<file path="src/rtl/uart_fifo_pkg.sv">
// uart_fifo_pkg: shared types and defaults for the UART data-path FIFO.
//   fifo_op_e        - decoded accepted operation {push, pop}
//   FifoWidthDefault - default data word width shared with the UART top
//   FifoDepthDefault - default entry count shared with the UART top
package uart_fifo_pkg;

  localparam int unsigned FifoWidthDefault = 8;
  localparam int unsigned FifoDepthDefault = 16;

  // Encoding is {push_acc, pop_acc} so the decode is a direct cast.
  typedef enum logic [1:0] {
    IDLE = 2'b00,
    POP  = 2'b01,
    PUSH = 2'b10,
    BOTH = 2'b11
  } fifo_op_e;

endpackage

</file>
<file path="src/rtl/uart_fifo_ram.sv">
// uart_fifo_ram: simple dual-port storage array, synchronous write, asynchronous read.
// Kept separate so synthesis can map it to distributed RAM.
//   clk_i    - write clock
//   we_i     - write enable
//   waddr_i  - write address
//   wdata_i  - write data
//   raddr_i  - read address
//   rdata_o  - read data (combinational from raddr_i)
module uart_fifo_ram #(
  parameter int unsigned Width = 8,
  parameter int unsigned Depth = 16,
  localparam int unsigned Aw = $clog2(Depth)
) (
  input  logic             clk_i,
  input  logic             we_i,
  input  logic [Aw-1:0]    waddr_i,
  input  logic [Width-1:0] wdata_i,
  input  logic [Aw-1:0]    raddr_i,
  output logic [Width-1:0] rdata_o
);

  logic [Width-1:0] mem_q [Depth];

  always_ff @(posedge clk_i) begin
    if (we_i) begin
      mem_q[waddr_i] <= wdata_i;
    end
  end

  assign rdata_o = mem_q[raddr_i];

endmodule

</file>
<file path="src/rtl/uart_fifo_param.sv">
// uart_fifo_param: parametrised circular-buffer FIFO for the UART TX/RX data paths.
// Optional receive character timeout is built when UART_FIFO_TIMEOUT_EN is defined.
//   clk          - clock, rising edge
//   rst          - synchronous active-high reset
//   en           - enable; low flushes pointers, count and error flags on the next edge
//   push_in      - write request, din written when accepted
//   pop_in       - read request
//   dout         - head entry, first-word fall-through
//   threshold    - compare value for thre_trigger
//   level        - entry count 0..DEPTH
//   empty/full   - level == 0 / level == DEPTH
//   overrun      - one-cycle pulse after a rejected push
//   underrun     - one-cycle pulse after a rejected pop
//   thre_trigger - registered level >= threshold
//   timeout      - character-timeout flag (0 when the timeout build is off)
module uart_fifo_param
  import uart_fifo_pkg::*;
#(
  parameter int unsigned WIDTH          = FifoWidthDefault,
  parameter int unsigned DEPTH          = FifoDepthDefault,
  parameter int unsigned TIMEOUT_CYCLES = 64,
  localparam int unsigned AW = $clog2(DEPTH),
  localparam int unsigned CW = $clog2(DEPTH) + 1
) (
  input  logic             clk,
  input  logic             rst,
  input  logic             en,
  input  logic             push_in,
  input  logic             pop_in,
  input  logic [WIDTH-1:0] din,
  output logic [WIDTH-1:0] dout,
  input  logic [CW-1:0]    threshold,
  output logic [CW-1:0]    level,
  output logic             empty,
  output logic             full,
  output logic             overrun,
  output logic             underrun,
  output logic             thre_trigger,
  output logic             timeout
);

  logic [AW-1:0] rptr_q, rptr_d, wptr_q, wptr_d;
  logic [CW-1:0] count_q, count_d;
  logic          overrun_q, underrun_q, thre_q;
  logic          push_acc, pop_acc;
  fifo_op_e      op;

  assign empty = (count_q == '0);
  assign full  = (count_q == CW'(DEPTH));

  assign pop_acc  = pop_in & en & ~empty;
  // A pop in the same cycle frees the slot, so a push at full still fits.
  assign push_acc = push_in & en & (~full | pop_acc);
  assign op       = fifo_op_e'({push_acc, pop_acc});

  always_comb begin
    rptr_d  = rptr_q;
    wptr_d  = wptr_q;
    count_d = count_q;
    if (!en) begin
      rptr_d  = '0;
      wptr_d  = '0;
      count_d = '0;
    end else begin
      unique case (op)
        IDLE: ;
        PUSH: begin
          wptr_d  = wptr_q + AW'(1);
          count_d = count_q + CW'(1);
        end
        POP: begin
          rptr_d  = rptr_q + AW'(1);
          count_d = count_q - CW'(1);
        end
        BOTH: begin
          wptr_d = wptr_q + AW'(1);
          rptr_d = rptr_q + AW'(1);
        end
      endcase
    end
  end

  always_ff @(posedge clk) begin
    if (rst) begin
      rptr_q     <= '0;
      wptr_q     <= '0;
      count_q    <= '0;
      overrun_q  <= 1'b0;
      underrun_q <= 1'b0;
      thre_q     <= 1'b0;
    end else begin
      rptr_q     <= rptr_d;
      wptr_q     <= wptr_d;
      count_q    <= count_d;
      overrun_q  <= push_in & en & full & ~pop_acc;
      underrun_q <= pop_in & en & empty;
      thre_q     <= (count_d >= threshold);
    end
  end

  assign level        = count_q;
  assign overrun      = overrun_q;
  assign underrun     = underrun_q;
  assign thre_trigger = thre_q;

  uart_fifo_ram #(
    .Width (WIDTH),
    .Depth (DEPTH)
  ) u_ram (
    .clk_i   (clk),
    .we_i    (push_acc),
    .waddr_i (wptr_q),
    .wdata_i (din),
    .raddr_i (rptr_q),
    .rdata_o (dout)
  );

`ifdef UART_FIFO_TIMEOUT_EN
  localparam int unsigned TW = $clog2(TIMEOUT_CYCLES + 1);
  localparam logic [TW-1:0] IdleMax = TW'(TIMEOUT_CYCLES);

  logic [TW-1:0] idle_q, idle_d;
  logic          timeout_q;

  // Counts idle cycles with data held; saturates so the flag stays up.
  always_comb begin
    idle_d = idle_q;
    if (!en || empty || (op != IDLE)) begin
      idle_d = '0;
    end else if (idle_q != IdleMax) begin
      idle_d = idle_q + TW'(1);
    end
  end

  always_ff @(posedge clk) begin
    if (rst) begin
      idle_q    <= '0;
      timeout_q <= 1'b0;
    end else begin
      idle_q    <= idle_d;
      timeout_q <= (idle_d == IdleMax);
    end
  end

  assign timeout = timeout_q;
`else
  // TIMEOUT_CYCLES only matters in the timeout build; the term is always 0.
  assign timeout = 1'b0 & (TIMEOUT_CYCLES == 0);
`endif

endmodule

</file>
<file path="config.mk">
export PLATFORM = sky130hd
export DESIGN_NAME = uart_fifo_param
export DESIGN_NICKNAME = d
export VERILOG_FILES = /design/src/rtl/uart_fifo_pkg.sv /design/src/rtl/uart_fifo_ram.sv /design/src/rtl/uart_fifo_param.sv
export SDC_FILE = /design/constraint.sdc
export NUM_CORES = 1
export LEC_CHECK = 0
export ABC_AREA = 1
export CAP_MARGIN = 20
export CORE_MARGIN = 1
export CORE_UTILIZATION = 60
export CTS_BUF_LIST = sky130_fd_sc_hd__clkbuf_8
export DETAILED_ROUTE_END_ITERATION = 6
export PLACE_DENSITY_LB_ADDON = 0.25
export SLEW_MARGIN = 5
export SYNTH_ARGS = -nofsm -noshare
export SYNTH_HDL_FRONTEND = slang
export SYNTH_SLANG_ARGS = --single-unit
</file>
<file path="constraint.sdc">
create_clock -name clk -period 4.1 [get_ports clk]
set_clock_uncertainty 0.1 [all_clocks]
set_input_delay 0.615 -clock clk [delete_from_list [all_inputs] [get_ports clk]]
set_output_delay 0.615 -clock clk [all_outputs]
set_load 0.02 [all_outputs]
</file>
==> out/qor.txt, run 1 <==
IO buf count -> 35
Nets -> 589
largest family of logic cells by synthesized area -> simple AND/OR/NAND/NOR gates
M1 WL -> 5.48 mm
CTS Hold Bufs -> 0
IO Count -> 37
fin crit share -> 91.3%
vias in the first global route -> 4154
critical path type -> reg -> out
CP required -> 3.38 ns
max-cap check violation count -> 0
Avg Inst Size Synth -> 12.1 sq um
sequential share of power -> 58.0%
crit path DAT -> 3.03 ns
Clock H-tree levels -> 4
clock buffer depth -> 2
Rows -> 36
share of layout cells above drive strength 1 -> 11.8%
Max Freq -> 267 MHz
worst slew pin tran -> 0.994 ns
crit end category -> output port
Post-Synth XOR/XNOR Area -> 0.562%
dpl hpwl -> 8.71 mm
largest net degree at the start of global routing -> 65
min Tclk post-route -> 3.74 ns
post-synthesis cell count -> 516
final instance area -> 7090 sq um
status -> complete, no violations
gr usage total -> 26.4%
routed wl met2 -> 6.71 mm
GRT overflow -> 0
Core ar. -> 9910 sq um
CTS Root Cell -> clkbuf_8
placed cell areas -> 6730 sq um
TritonCTS clock tree -> done
Comb pwr share -> 6.7%
die height -> 104 um
Area Growth Syn to Fin -> 13.6%
clock tree sinks -> 148
RSZ-0062 raised after global routing -> false
Yosys warning count -> 0
DRT Pass-1 Iters -> 5
Highest Signal Layer -> met4
P_leak -> 2.48 nW
Die ar. -> 10800 sq um
Post-CTS Setup Bufs -> 0
setup_tns -> 0 ns
Hold Slack -> 0.386 ns
Total Routed Length -> 13.7 mm
final setup fails -> 0
routed via count -> 4262
first-pass GRT wire length -> 21.3 mm
number of diodes -> 0
Rel. slew slack -> 33.6%
syn nets -> 548
GP Congestion -> 0.897
switching power -> 0.661 mW
Min-Delay Path Class -> reg -> reg
Initial Utilization -> 63.0%
P per Cell Area -> 402 nW/um^2
Hold Fails Final Rpt -> 0
post-synth cell types -> 36
clock network power share -> 35.3%
Reg clk slew, reported paths -> 0.07 ns
Synth Cell Area -> 6240 sq um
drt drc -> 0
VDD IR max -> 0.224 mV
DR vias/cell -> 6.06
drt wl/cell -> 19.5 um
TritonCTS buffer count -> 17
Power Internal -> 2.19 mW
post-synthesis mux area share -> 0%
Pwr Total -> 2.85 mW
complex-gate fraction of the synthesized area -> 11.4%
Synth Area in Simple Gates -> 13.2%
Worst-Skew Late Latency -> 0.44 ns
initial antenna violation count -> 0
Final Max Tran Viols -> 0
Die W -> 104 um
part of the Yosys area used for sequential elements -> 68.0%
adder-cell share of the synthesized area -> 2.93%
switching part of the total -> 23.2%
met3 wire len -> 1.21 mm
#FFs+latches synth -> 148
initial DRC count -> 414
antenna-violating nets left -> 0
Crit Path Max Fanout -> 64
post-CTS resize count -> 0
Setup crit start kind -> register
==> registers in the layout (all words and copies together), names as in the netlist, named ones only <==
name	cells
thre_trigger	1
wptr_q	4
level	5
u_ram.mem_q	128
overrun	1
underrun	1
rptr_q	4
==> cells in the mapped netlist <==
master,n,area [sq um]
a21o_1,1,7.51
a21oi_1,8,40.0
a21oi_2,1,8.76
a31o_2,1,8.76
buf_2,9,45.0
buf_4,3,22.5
clkbuf_1,13,48.8
clkbuf_2,1,5.00
conb_1,1,3.75
dfxtp_1,20,400
edfxtp_1,128,3840
fa_1,1,20.0
ha_1,13,163
inv_1,27,101
inv_2,3,11.3
inv_4,1,6.26
nand2_1,35,131
nand2_2,3,18.8
nand2_4,4,45.0
nand2_8,1,20.0
nand3_1,23,115
nand3_2,3,30.0
nand3_4,1,17.5
nand3b_1,2,15.0
nand4_1,2,12.5
nor2_1,92,345
nor2_2,5,31.3
nor2_4,1,11.3
nor3_1,4,20.0
nor3_2,1,10.0
o211ai_1,4,30.0
o21ai_0,66,330
o21ai_1,1,5.00
o221ai_1,29,254
o22ai_1,4,25.0
xor2_1,4,35.0
==> metal layers <==
metal	track usage [%]	vias up
met1	34.7	2048
met5	0	-
li1	-	1953
met2	43.3	234
met3	4.89	27
met4	11.4	0
==> final cells by class <==
class                           instances  area, sq um
Clock inverter                         15          119
Tap cell                              133          166
Sequential cell                       148         4250
Inverter                               31          119
Clock buffer                           17          234
Fill cell                             674         2820
Multi-Input combinational cell        311         1750
Timing Repair Buffer                   48          448
==> stage by stage <==
step                utilization (%)  setup slack (ns)  std cells
detailed placement             67.9             0.496        671
global placement               67.9             0.617        671
global route                   71.5             0.161        703
floorplan                         -              1.07        516
CTS                            71.5             0.308        703
finish                         71.5             0.355        703
==> layout by cell type, fill, tap and decap left out, drive strengths merged, types with 2 or more instances in the layout <==
| cell type | n |
|---|---|
| a21oi | 9 |
| buf | 13 |
| clkbuf | 17 |
| clkdlybuf4s50 | 35 |
| clkinv | 8 |
| clkinvlp | 5 |
| dfxtp | 20 |
| edfxtp | 128 |
| ha | 13 |
| inv | 32 |
| nand2 | 43 |
| nand3 | 27 |
| nand3b | 2 |
| nand4 | 2 |
| nor2 | 98 |
| nor3 | 5 |
| o211ai | 4 |
| o21ai | 67 |
| o221ai | 29 |
| o22ai | 4 |
| xor2 | 4 |
==> critical path, stage by stage, from the launching register on <==
cell	delay, ns
dfxtp_2	0.47
inv_2	0.79
o21ai_0	0.20
o221ai_1	0.25
o211ai_1	0.15
nand2_1	0.10
clkdlybuf4s50_1	0.60
==> worst paths after layout <==
kind | start | to | slack [ns] | cells past startpoint
worst min-delay path | rptr_q[2] | rptr_q[2] | 0.39 | 2
worst max register to register | level[0] | thre_trigger | 1.11 | 19
worst max-delay path | register | dout[1] | 0.36 | 6
worst min register to register | rptr_q[2] | rptr_q[2] | 0.39 | 2
==> power by group through the flow <==
stage | Sequential (mW) | Combinational, mW | Clock [mW]
2_1_floorplan | 1.69 | 0.106 | 0
3_3_place_gp | 1.68 | 0.182 | 0
3_5_place_dp | 1.68 | 0.190 | 0
4_1_cts | 1.65 | 0.191 | 1.01
5_1_grt | 1.65 | 0.208 | 1.07
6_report | 1.65 | 0.191 | 1.00
==> kinds of logic after synthesis <==
logic type               after synthesis
adder cells (fa/ha/maj)               14
AND/OR/NAND/NOR                      177
XOR/XNOR                               4
AO/OA/AOI/OAI                        115
buffers and inverters                 57
other                                  1
flip-flops                           148
Power figures use the tool's default switching activity.
==> inputs of run 2 (changes only) <==
--- a/config.mk
+++ b/config.mk
@@ -11,7 +11,7 @@
 export CORE_UTILIZATION = 60
 export CTS_BUF_LIST = sky130_fd_sc_hd__clkbuf_8
 export DETAILED_ROUTE_END_ITERATION = 6
-export PLACE_DENSITY_LB_ADDON = 0.25
+export PLACE_DENSITY_LB_ADDON = 0.12
 export SLEW_MARGIN = 5
 export SYNTH_ARGS = -nofsm -noshare
 export SYNTH_HDL_FRONTEND = slang
==> run 2 against run 1 <==
Net effect: maximum frequency grew 9.2%; critical path depth is the same; highest routed layer unchanged; final cell count shrank 0.28%; first-iteration DRC count shrank 27%; count of clock-buffer cells in the layout is the same; core utilization grew 0.61 points; setup slack gained 0.31 ns; critical path type unchanged; non-clock buffer count shrank 2.
==> out/qor.txt, run 2 (synthesis results as in run 1) <==
Post-CTS Setup Bufs -> 0 (unchanged)
initial DRC count -> 304 (-27%)
worst slew pin tran -> 1.03 ns (+0.0338 ns)
CTS Root Cell -> clkbuf_8
dpl hpwl -> 8.68 mm (-0.43%)
GP Congestion -> 0.815 (-9.2%)
Slowest Stage Delay on Critical Path -> 0.65 ns (-0.14 ns)
routed via count -> 4195 (-1.6%)
final setup fails -> 0 (unchanged)
CTS Hold Bufs -> 0 (unchanged)
clock tree sinks -> 148 (unchanged)
post-CTS resize count -> 0 (unchanged)
Nets -> 587 (-0.34%)
Die ar. -> 10800 sq um (unchanged)
first-pass GRT wire length -> 21.7 mm (+1.6%)
max-cap check violation count -> 0 (unchanged)
RSZ-0062 raised after global routing -> false
GRT overflow -> 0 (unchanged)
Max Freq -> 292 MHz (+9.2%)
CP delay by family, top -> buffers and inverters
Clock H-tree levels -> 4 (unchanged)
register with the most flip-flops -> u_ram.mem_q
Die W -> 104 um (unchanged)
placed cell areas -> 6730 sq um (about the same)
VDD IR max -> 0.284 mV (+27%)
Comb pwr share -> 6.5% (-0.2 points)
Hold Slack -> 0.386 ns (-0.000314 ns)
Hold Fails Final Rpt -> 0 (unchanged)
switching part of the total -> 23.0% (-0.21 points)
switching power -> 0.695 mW (+5.1%)
drt wl/cell -> 19.6 um (+0.29%)
min Tclk post-route -> 3.43 ns (-0.314 ns)
Crit Path Max Fanout -> 25 (-61%)
Total Routed Length -> 13.7 mm (unchanged)
clock buffer depth -> 2 (unchanged)
TritonCTS clock tree -> done
Rel. slew slack -> 31.2% (-2.4 points)
largest net degree at the start of global routing -> 65 (unchanged)
P per Cell Area -> 422 nW/um^2 (+5.2%)
DR vias/cell -> 5.98 (-1.3%)
crit end category -> output port
clock network power share -> 38.9% (+3.6 points)
antenna-violating nets left -> 0 (unchanged)
fill count -> 672 (-0.30%)
gr usage total -> 26.8% (+0.40 points)
max FFs per register -> 128 (unchanged)
TritonCTS buffer count -> 17 (unchanged)
Rows -> 36 (unchanged)
Power Internal -> 2.32 mW (+6.3%)
Initial Utilization -> 63.0% (unchanged)
setup_tns -> 0 ns (unchanged)
IO buf count -> 35 (unchanged)
commonest non-fill, non-tap cell in the layout -> edfxtp_1
die height -> 104 um (unchanged)
P_leak -> 2.51 nW (+1.3%)
Critical path buffers and inverters -> 2 (unchanged)
Area Growth Syn to Fin -> 14.5%
fin crit share -> 83.7% (-7.7 points)
CP required -> 3.38 ns (about the same)
IO Count -> 37 (unchanged)
share of layout cells above drive strength 1 -> 11.8% (+0.041 points)
Setup crit start kind -> register
initial antenna violation count -> 0 (unchanged)
Min-Delay Path Class -> reg -> reg
final instance area -> 7150 sq um (+0.85%)
status -> complete, no violations
crit path DAT -> 2.72 ns (-0.31 ns)
Worst-Skew Late Latency -> 0.43 ns (about the same)
number of diodes -> 0 (unchanged)
crit-path cells -> buf_4 > o21ai_0 > o221ai_1 > nand3_1 > nand2_1 > clkdlybuf4s50_1
critical path type -> reg -> out
DRT Pass-1 Iters -> 5 (unchanged)
Final Util -> 72.1% (+0.61 points)
Worst path slowest cell -> dfxtp_2
most frequent cells in the layout -> edfxtp_1 (128), nor2_1 (92), o21ai_0 (66), nand2_1 (35), clkdlybuf4s50_1 (35)
Final Max Tran Viols -> 0 (unchanged)
Pwr Total -> 3.02 mW (+6.1%)
Core ar. -> 9910 sq um (unchanged)
drt drc -> 0 (unchanged)
sequential share of power -> 54.7% (-3.3 points)
vias in the first global route -> 4197 (+1.0%)
Reg clk slew, reported paths -> 0.08 ns (about the same)
-- run 2: cell count changes in the layout (fill, tap and decap cells not counted) --
cell,before,now
inv_1,28,29
buf_4,13,10
clkinvlp_4,5,3
inv_6,0,4
clkinv_1,3,0
buf_12,0,1
bufinv_16,1,3
clkinv_2,2,0
-- run 2: worst min-delay path: stages, from the launching register on --
cell     delay [ns]
dfxtp_1        0.33
inv_1          0.05
a21oi_1        0.06
-- run 2: through the flow --
step,setup slack [ns],cells
floorplan,1.07,516
global placement,0.563,669
detailed placement,0.432,669
CTS,0.724,701
global route,0.547,701
finish,0.670,701
-- run 2: layer usage --
layer / wire length [um] / up-vias / GRT usage [%]
met2: 6760 / 200 / 42.8
met3: 1040 / 18 / 5.33
met1: 5700 / 2033 / 36.7
met5: 0 / - / 0
li1: - / 1944 / -
met4: 215 / 0 / 10.0
-- run 2: layout make-up --
cell class | count | area (sq um) | area share (%)
clock buffer | 17 | 234 | 3.27
clock inverter | 15 | 181 | 2.54
inverter | 31 | 119 | 1.66
multi-input combinational | 311 | 1750 | 24.5
sequential | 148 | 4250 | 59.4
tap | 133 | 166 | 2.33
timing repair buffer | 46 | 445 | 6.23
-- run 2: worst paths after layout --
check / startpoint / to / slack (ns) / depth (start not counted)
max reg2reg: level[4] / thre_trigger / 1.00 / 19
min: rptr_q[2] / register / 0.39 / 2
min reg2reg: rptr_q[2] / register / 0.39 / 2
max: register / dout[5] / 0.67 / 6
-- run 2: power groups by stage --
| stage | Sequential, mW | Combinational, mW | Clock [mW] |
|---|---|---|---|
| floorplan | 1.69 | 0.106 | 0 |
| CTS | 1.65 | 0.194 | 1.18 |
| global placement | 1.69 | 0.188 | 0 |
| finish | 1.65 | 0.195 | 1.17 |
| global route | 1.65 | 0.212 | 1.25 |
| detailed placement | 1.69 | 0.193 | 0 |
